**src/rtl/conv2d_relu_pool_if.sv**
```systemverilog
// Write-stream bundle (valid, address, data) shared by the conv output feeding
// the pool stage and the pool stage's write port to the pooled feature memory.
interface conv2d_relu_pool_if #(
    parameter int AW = 32,
    parameter int DW = 32
);
    logic                 valid;
    logic [AW-1:0]        addr;
    logic signed [DW-1:0] data;

    modport master (output valid, addr, data);
    modport slave  (input  valid, addr, data);
endinterface

```
**src/rtl/conv2d_relu_pool.sv**
```systemverilog
// 2x2 stride-2 max-pool over a column-outer / row-fastest conv output stream.
// Define POOL_RELU_EN to clamp negative pooled maxima to zero (ReLU).
module conv2d_relu_pool #(
    parameter int DW = 32,
    parameter int H  = 32,
    parameter int AW = 32
) (
    input  logic               clk_i,
    input  logic               rst_i,
    input  logic               start_i,
    conv2d_relu_pool_if.slave  in_bus,
    conv2d_relu_pool_if.master out_bus,
    output logic               done_o,
    output logic               err_o,
    output logic               busy_o
);
    localparam int LH   = $clog2(H);
    localparam int CW   = (LH > 1) ? LH - 1 : 1;
    localparam int HALF = H / 2;

    typedef enum logic [1:0] {IDLE, EVEN, ODD} state_t;

    state_t               state;
    logic [LH-1:0]        exp_row;
    logic [LH-1:0]        exp_col;
    logic signed [DW-1:0] cbuf [HALF];
    logic signed [DW-1:0] tmp;

    logic [AW-1:0]        exp_addr;
    logic [CW-1:0]        cidx;
    logic [CW-1:0]        col_half;
    logic [AW-1:0]        pool_addr;
    logic                 active;
    logic                 accept;
    logic                 bad;
    logic                 row_last;
    logic                 col_last;

    function automatic logic signed [DW-1:0] smax(
        input logic signed [DW-1:0] a,
        input logic signed [DW-1:0] b
    );
        return (a > b) ? a : b;
    endfunction

    function automatic logic signed [DW-1:0] pool_fn(input logic signed [DW-1:0] x);
`ifdef POOL_RELU_EN
        return (x < 0) ? '0 : x;
`else
        return x;
`endif
    endfunction

    // Upper address bits are part of the compare, so any non-zero high bit is an ordering error.
    assign exp_addr  = AW'({exp_row, exp_col});
    assign cidx      = CW'(exp_row >> 1);
    assign col_half  = CW'(exp_col >> 1);
    assign pool_addr = AW'(int'(cidx) * HALF + int'(col_half));

    // start_i wins over a coincident sample, which is then neither accepted nor flagged.
    assign active    = (state != IDLE) && !start_i && in_bus.valid;
    assign accept    = active && (in_bus.addr == exp_addr);
    assign bad       = active && (in_bus.addr != exp_addr);
    assign row_last  = (exp_row == LH'(H - 1));
    assign col_last  = (exp_col == LH'(H - 1));
    assign busy_o    = (state != IDLE);

    // NOTE: every register below is updated with <= so all reads in this edge see pre-edge values.
    always_ff @(posedge clk_i) begin
        if (rst_i) begin
            state         <= IDLE;
            exp_row       <= '0;
            exp_col       <= '0;
            out_bus.valid <= 1'b0;
            out_bus.addr  <= '0;
            out_bus.data  <= '0;
            done_o        <= 1'b0;
            err_o         <= 1'b0;
        end else begin
            out_bus.valid <= 1'b0;
            done_o        <= 1'b0;
            if (start_i) begin
                state   <= EVEN;
                exp_row <= '0;
                exp_col <= '0;
                err_o   <= 1'b0;
            end else if (bad) begin
                err_o <= 1'b1;
            end else if (accept) begin
                if (row_last) begin
                    exp_row <= '0;
                    if (col_last) begin
                        exp_col <= '0;
                        state   <= IDLE;
                    end else begin
                        exp_col <= exp_col + 1'b1;
                        state   <= (state == EVEN) ? ODD : EVEN;
                    end
                end else begin
                    exp_row <= exp_row + 1'b1;
                end
                // Odd row of an odd column closes a 2x2 window.
                if (state == ODD && exp_row[0]) begin
                    out_bus.valid <= 1'b1;
                    out_bus.addr  <= pool_addr;
                    out_bus.data  <= pool_fn(smax(tmp, in_bus.data));
                    done_o        <= row_last && col_last;
                end
            end
        end
    end

    // NOTE: cbuf and tmp carry no reset; every read is preceded by a write within the same frame.
    always_ff @(posedge clk_i) begin
        if (accept) begin
            if (state == EVEN) begin
                if (!exp_row[0]) begin
                    cbuf[cidx] <= in_bus.data;
                end else begin
                    cbuf[cidx] <= smax(cbuf[cidx], in_bus.data);
                end
            end else if (!exp_row[0]) begin
                tmp <= smax(cbuf[cidx], in_bus.data);
            end
        end
    end
endmodule
```
**src/flat_wrapper.sv**
```systemverilog
// flat-port wrapper written by rule: the top's interface ports become plain ports
module conv2d_relu_pool_flat 
#(
    parameter int DW = 32,
    parameter int H  = 32,
    parameter int AW = 32
)
  (clk_i, rst_i, start_i, done_o, err_o, busy_o, in_bus_valid, in_bus_addr, in_bus_data, out_bus_valid, out_bus_addr, out_bus_data);
  conv2d_relu_pool_if #(.AW(AW), .DW(DW)) in_bus_i ();
  conv2d_relu_pool_if #(.AW(AW), .DW(DW)) out_bus_i ();
  input  logic clk_i;
  input  logic rst_i;
  input  logic start_i;
  output logic done_o;
  output logic err_o;
  output logic busy_o;
  input wire logic [$bits(in_bus_i.valid)-1:0] in_bus_valid;
  input wire logic [$bits(in_bus_i.addr)-1:0] in_bus_addr;
  input wire logic [$bits(in_bus_i.data)-1:0] in_bus_data;
  output wire logic [$bits(out_bus_i.valid)-1:0] out_bus_valid;
  output wire logic [$bits(out_bus_i.addr)-1:0] out_bus_addr;
  output wire logic [$bits(out_bus_i.data)-1:0] out_bus_data;
  assign in_bus_i.valid = in_bus_valid;
  assign in_bus_i.addr = in_bus_addr;
  assign in_bus_i.data = in_bus_data;
  assign out_bus_valid = out_bus_i.valid;
  assign out_bus_addr = out_bus_i.addr;
  assign out_bus_data = out_bus_i.data;
  conv2d_relu_pool #(.DW(DW), .H(H), .AW(AW)) u_core (.clk_i(clk_i), .rst_i(rst_i), .start_i(start_i), .in_bus(in_bus_i), .out_bus(out_bus_i), .done_o(done_o), .err_o(err_o), .busy_o(busy_o));
endmodule
```
**config.mk**
```make
export PLATFORM = sky130hd
export DESIGN_NAME = conv2d_relu_pool_flat
export DESIGN_NICKNAME = d
export VERILOG_FILES = /design/src/rtl/conv2d_relu_pool_if.sv /design/src/rtl/conv2d_relu_pool.sv /design/src/flat_wrapper.sv
export SDC_FILE = /design/constraint.sdc
export NUM_CORES = 1
export LEC_CHECK = 0
export ABC_AREA = 1
export CAP_MARGIN = 10
export CORE_MARGIN = 2
export CORE_UTILIZATION = 60
export DETAILED_ROUTE_END_ITERATION = 16
export PLACE_DENSITY_LB_ADDON = 0.12
export SETUP_SLACK_MARGIN = 0.5
export SYNTH_ARGS = -nofsm -noshare
export SYNTH_HDL_FRONTEND = slang
export SYNTH_SLANG_ARGS = --single-unit
```
**constraint.sdc**
```tcl
create_clock -name clk_i -period 6.3 [get_ports clk_i]
set_clock_uncertainty 0.15 [all_clocks]
set_input_delay 1.26 -clock clk_i [delete_from_list [all_inputs] [get_ports clk_i]]
set_output_delay 1.26 -clock clk_i [all_outputs]
set_load 0.01 [all_outputs]
```
==> impl_metrics.json, run 1 <==
{
  "status": "completed",
  "worstPathMaxFanout": 68,
  "tightest_slew_ns": 1.20,
  "synth_area_sq_um": 27700,
  "numPlacedInstances": 3257,
  "wl_met2_mm": 35.7,
  "fin_ws_ns": 1.33,
  "cts.sinks": 603,
  "yosysMostFrequentCell": "edfxtp_1",
  "max_slew_margin_pct": 19.8,
  "area_growth_pct": 13.8,
  "topRoutingLayerUsed": "met4",
  "hold_viol": 0,
  "fillers": 3321,
  "via_count": 19800,
  "cap_violations": 0,
  "cts_tree": "yes",
  "place_ws_ns": 1.29,
  "synth_edf_count": 544,
  "swShare_pct": 20.0,
  "hold_depth": 2,
  "layout.cells.non_filler": 3369,
  "track_usage_pct": 29.8,
  "dieArea_sq_um": 47800,
  "wl_per_cell_um": 21.2,
  "detail_route.vias_per_cell": 5.87,
  "yosysWarnings": 0,
  "reg2reg_to": "u_core.cbuf[0][0]",
  "comb_power_share_pct": 3.3,
  "ant_nets": 0,
  "syn-instance-count": 2633,
  "fp.dieW_um": 219,
  "wl_mm": 71.3,
  "rows": 78,
  "synth.avg_cell_area_sq_um": 10.5,
  "fmaxAchievable_mhz": 201,
  "drv_slew": 0,
  "wl_met1_mm": 27.8,
  "start_util_pct": 60.8,
  "reg2reg_slack_ns": 1.33,
  "cts.repair.resized": 0,
  "p_leak_nw": 11.9,
  "cts_root_buffer": "clkbuf_16",
  "io_pins": 136,
  "worstSetupStartpointType": "register",
  "yosysTopAreaCell": "edfxtp_1",
  "insertedDiodeCount": 0,
  "clock_path_buffers": 3,
  "globalplace.congestion": 0.889,
  "ys_seq_area_share_pct": 63.3,
  "pwr-share-seq_pct": 51.9,
  "synth-main-ff-cell": "edfxtp_1",
  "finalCriticalPeriod_ns": 4.97,
  "grt_max_degree": 104,
  "end_kind": "register",
  "ys_top_cells_by_count": "edfxtp_1, inv_1, nand2_1",
  "grt_first_pass_wirelength_mm": 107,
  "tns_ns": 0,
  "portBuffers": 111,
  "routed-wl-met3_mm": 4.94,
  "finalCritPeriodShare_pct": 78.9,
  "rr_worst_depth": 19,
  "synthArstFlopShare_pct": 0,
  "drt_pass1_iterations": 6,
  "drc_errors": 0,
  "holdCritPathClass": "reg2reg",
  "first_iter_violations": 1883,
  "grt_pass1_vias": 18800,
  "cts-buffers-inserted": 59,
  "die_h_um": 219,
  "postCtsSetupBuffers": 0,
  "antenna_found_initial": 0,
  "core_area_sq_um": 45500,
  "ctsHoldBuffers": 0,
  "whs_endpoint": "u_core.err_o",
  "synth_seq_cells": 603,
  "max-vdd-ir-drop_v": 0.000252,
  "crit_type": "reg2reg",
  "setup_viol": 0,
  "layout-drive-gt1-share_pct": 6.64,
  "fin_nets": 2854,
  "pwr-share-clk_pct": 44.9,
  "clkTransAtPathRegs_ns": 0.06,
  "synth_top_area_share_pct": 59.1,
  "utilization_pct": 69.2,
  "netSwitchingPower_w": 0.00168,
  "rsz0062_at_grt": "false",
  "critical_path_required_ns": 6.36,
  "cts_max_level": 2,
  "internal-power_w": 0.00672,
  "synth_area_leaders": "edfxtp_1, inv_1, nand2_1",
  "grt_overflow": 0,
  "clkLatencyLatePin_ns": 0.63,
  "ys_types": 40,
  "power_density_nw_per_um2": 267,
  "cp.arrival_ns": 5.04,
  "hold_path_startpoint": "u_core.err_o",
  "dp_hpwl_mm": 44.2
}
-- per-stage QoR --
step,total power (W),hold slack (ns),area (sq um)
after CTS,0.00842,0.332,31500
after floorplan,0.00460,0.308,27700
after detailed placement,0.00471,0.317,29400
final,0.00840,0.325,31500
after global placement,0.00470,0.314,29400
after global routing,0.00861,0.353,31500
-- worst max-delay path, cell delays in order (launching register included) --
cell	delay [ns]
dfxtp_4	0.83
buf_4	0.45
a21oi_1	0.14
o21ai_0	0.13
nand3_1	0.11
nand3_1	0.13
nand2_1	0.11
ha_1	0.30
nand2_1	0.05
nor2_1	0.27
nand2_1	0.11
nor3_1	0.23
nand2_1	0.08
nand3_1	0.10
nand2_1	0.07
nand3_1	0.12
buf_4	0.40
nand4_1	0.18
nand3_1	0.12
nand2_1	0.36
-- power groups by stage --
| stage | combinational, W | sequential (W) | clock (W) |
|---|---|---|---|
| after floorplan | 0.000159 | 0.00444 | 0 |
| after global placement | 0.000263 | 0.00444 | 0 |
| after detailed placement | 0.000269 | 0.00444 | 0 |
| after CTS | 0.000271 | 0.00436 | 0.00379 |
| after global routing | 0.000300 | 0.00435 | 0.00396 |
| final | 0.000274 | 0.00436 | 0.00377 |
-- kinds of logic after synthesis --
kind of cell | synth area share (%)
flip-flops | 63.3
other | 0.0136
AND/OR/NAND/NOR | 14.4
adder cells (fa/ha/maj) | 3.08
buffers and inverters | 8.93
XOR/XNOR | 0.0950
AO/OA/AOI/OAI | 10.2
-- worst max-delay path by stage --
stage	startpoint	to	slack (ns)	depth (start not counted)
floorplan	in_bus_addr[3]	u_core.tmp[0]	1.50	8
finish	register	u_core.cbuf[0][0]	1.33	19
global route	register	u_core.cbuf[2][26]	0.99	21
global placement	in_bus_addr[3]	u_core.cbuf[9][8]	1.31	12
detailed placement	in_bus_addr[0]	u_core.cbuf[15][3]	1.29	11
CTS	register	u_core.cbuf[6][0]	1.37	21
-- per-layer routing --
metal,up-vias,track usage [%]
met5,-,0
met4,0,12.0
met3,177,4.08
met2,810,51.2
met1,9550,38.5
li1,9233,-
-- final cells by class --
class,count,area [sq um],area share [%]
well taps,600,751,2.38
clock buffers,72,1550,4.91
flip-flops and latches,603,17500,55.7
clock inverters,40,523,1.66
inverters,422,1590,5.05
repair buffers,172,1670,5.30
multi-input cells,1460,7880,25.0
-- flip-flops by register name, summed over array words and instances (netlist names), named ones only --
| name | cells |
|---|---|
| u_core.cbuf | 512 |
| u_core.err_o | 1 |
| u_core.exp_row | 5 |
| u_core.done_o | 1 |
| u_core.tmp | 32 |
| u_core.exp_col | 5 |
| u_core.state | 2 |
| u_core.out_bus.valid | 1 |
| u_core.out_bus.addr | 8 |
| u_core.out_bus.data | 32 |
-- layout by cell type, fill, tap and decap left out, drive strengths merged --
cell type | Yosys | layout
xnor2 | 2 | 2
nor4 | 3 | 3
nand3b | 1 | 1
ha | 68 | 68
conb | 1 | 24
nor3 | 10 | 10
clkbuf | 57 | 72
nor3b | 1 | 1
dfxtp | 59 | 59
inv | 421 | 422
nand2 | 405 | 405
bufinv | 0 | 13
or2 | 2 | 2
clkinv | 1 | 27
xor2 | 1 | 1
o22ai | 1 | 1
a211oi | 3 | 3
edfxtp | 544 | 544
and2 | 32 | 32
nor2 | 74 | 74
o21a | 3 | 3
nand4 | 72 | 72
o21ai | 154 | 154
clkdlybuf4s50 | 0 | 111
a21oi | 202 | 202
buf | 114 | 61
nand3 | 272 | 272
o211ai | 128 | 128
a21o | 2 | 2
(Power assumes the default switching activity.)
==> run 2, diff against run 1 <==
CORE_UTILIZATION = 55   (was 60)
clock period = 4.4 ns   (was 6.3 ns; I/O delays follow)
==> impl_metrics.json, run 2 (synthesis results as in run 1) <==
{
  "core_area_sq_um": 49900,
  "grt_max_degree": 61,
  "pwr-share-seq_pct": 52.7,
  "fmaxAchievable_mhz": 256,
  "cp.arrival_ns": 4.11,
  "tightest_slew_ns": 0.570,
  "pwr-share-clk_pct": 43.2,
  "cts_tree": "yes",
  "portBuffers": 111,
  "internal-power_w": 0.00935,
  "final_cell_mix": "edfxtp_1, inv_1, nand2_1, nand3_1, a21oi_1",
  "track_usage_pct": 28.6,
  "top_regs": "u_core.cbuf x512, u_core.out_bus.data x32, u_core.tmp x32",
  "first_iter_violations": 2261,
  "max-vdd-ir-drop_v": 0.000386,
  "antenna_found_initial": 0,
  "utilization_pct": 67.4,
  "clkLatencyLatePin_ns": 0.64,
  "worstSetupStartpointType": "register",
  "tns_ns": 0,
  "die_h_um": 228,
  "worstPathMaxFanout": 8,
  "layout.cells.non_filler": 3531,
  "holdCritPathClass": "reg2reg",
  "crit_type": "reg2reg",
  "rsz0062_at_grt": "true",
  "end_kind": "register",
  "rows": 82,
  "drt_pass1_iterations": 5,
  "ant_nets": 0,
  "finalCritPeriodShare_pct": 88.7,
  "grt_overflow": 0,
  "max_slew_margin_pct": 62.0,
  "cts_max_level": 2,
  "io_pins": 136,
  "drv_slew": 0,
  "cts.sinks": 603,
  "wl_mm": 78.6,
  "critical_path_required_ns": 4.61,
  "comb_power_share_pct": 4.1,
  "finalCriticalPeriod_ns": 3.90,
  "power_density_nw_per_um2": 352,
  "fp.dieW_um": 228,
  "cts_root_buffer": "clkbuf_16",
  "layout-drive-gt1-share_pct": 12.6,
  "grt_first_pass_wirelength_mm": 112,
  "clock_path_buffers": 3,
  "start_util_pct": 55.5,
  "via_count": 20400,
  "insertedDiodeCount": 0,
  "cap_violations": 0,
  "dp_hpwl_mm": 45.9,
  "fillers": 3707,
  "grt_pass1_vias": 18800,
  "wl_per_cell_um": 22.2,
  "cts-buffers-inserted": 59,
  "netSwitchingPower_w": 0.00249,
  "largest_register_ffs": 512,
  "clkTransAtPathRegs_ns": 0.06,
  "globalplace.congestion": 0.911,
  "drc_errors": 0,
  "numPlacedInstances": 3378,
  "fin_nets": 2945,
  "area_growth_pct": 21.5,
  "hold_viol": 0,
  "swShare_pct": 21.0,
  "dieArea_sq_um": 52100,
  "status": "completed",
  "layout_commonest_cell": "edfxtp_1",
  "ctsHoldBuffers": 0,
  "setup_viol": 0,
  "largest-register": "u_core.cbuf",
  "p_leak_nw": 12.6,
  "detail_route.vias_per_cell": 5.78
}
## run 2: cell types whose count changed in the layout (fill, tap and decap cells not counted), sizes merged
cell	before	now
bufinv	13	8
inv	422	424
clkinv	27	34
buf	61	130
nand2	405	411
clkbuf	72	79
clkinvlp	0	4
## run 2: repair_timing
action                     CTS  global route
pin swaps                    0            51
gates resized for setup     39           136
buffers inserted             5            12
cloned                       0            25
setup endpoints to repair  512           530
## run 2: cell type report
class / count / area (sq um) / area share, %
clock buffers: 63 / 1490 / 4.44
clock inverters: 48 / 467 / 1.39
inverters: 422 / 1590 / 4.73
multi-input cells: 1466 / 8560 / 25.5
flip-flops and latches: 603 / 17500 / 52.2
well taps: 672 / 841 / 2.50
repair buffers: 257 / 3120 / 9.28
## run 2: final timing paths
| kind | from | endpoint | slack, ns | depth (start not counted) |
|---|---|---|---|---|
| setup reg to reg | register | u_core.cbuf[14][27] | 0.50 | 20 |
| setup / recovery | register | u_core.cbuf[14][27] | 0.50 | 20 |
| hold / removal | u_core.exp_col[0] | u_core.exp_col[0] | 0.34 | 2 |
| hold reg to reg | u_core.exp_col[0] | u_core.exp_col[0] | 0.34 | 2 |
## run 2: critical path: stages (launching register included)
cell,delay (ns)
dfxtp_4,0.39
buf_12,0.17
clkbuf_16,0.19
clkbuf_16,0.17
o211ai_1,0.19
nand3_1,0.13
nand3_2,0.12
nand2_4,0.08
ha_4,0.28
nand2_2,0.08
nor2_4,0.09
nand4_1,0.22
nor4_4,0.33
nand2_1,0.12
nand2_1,0.11
nand2_2,0.09
nand3_4,0.17
clkbuf_16,0.20
nand2_1,0.11
nand3_4,0.13
nand2_4,0.10
## run 2: metal layers
metal / up-vias / part of all wire (%) / track usage, %
li1: 9434 / - / -
met1: 9825 / 39 / 37.3
met2: 939 / 49 / 47.8
met3: 210 / 8.3 / 4.58
met4: 0 / 4.4 / 11.7
met5: - / 0 / 0
## run 2: per-stage QoR
| step | worst slack (ns) | total power (W) | instance area, sq um | hold WS [ns] |
|---|---|---|---|---|
| finish | 0.496 | 0.0118 | 33600 | 0.335 |
| global route | 0.338 | 0.0121 | 33600 | 0.354 |
| CTS | 0.501 | 0.0118 | 32400 | 0.336 |
| detailed placement | 0.0617 | 0.00678 | 30200 | 0.328 |
| global placement | 0.0929 | 0.00677 | 30200 | 0.322 |
| floorplan | 0.594 | 0.00659 | 27700 | 0.308 |
## run 2: power groups by stage
stage	Combinational [W]	Clock [W]	Sequential, W
detailed placement	0.000420	0	0.00636
global route	0.000532	0.00538	0.00623
CTS	0.000432	0.00516	0.00623
global placement	0.000411	0	0.00636
finish	0.000490	0.00511	0.00623
floorplan	0.000228	0	0.00636
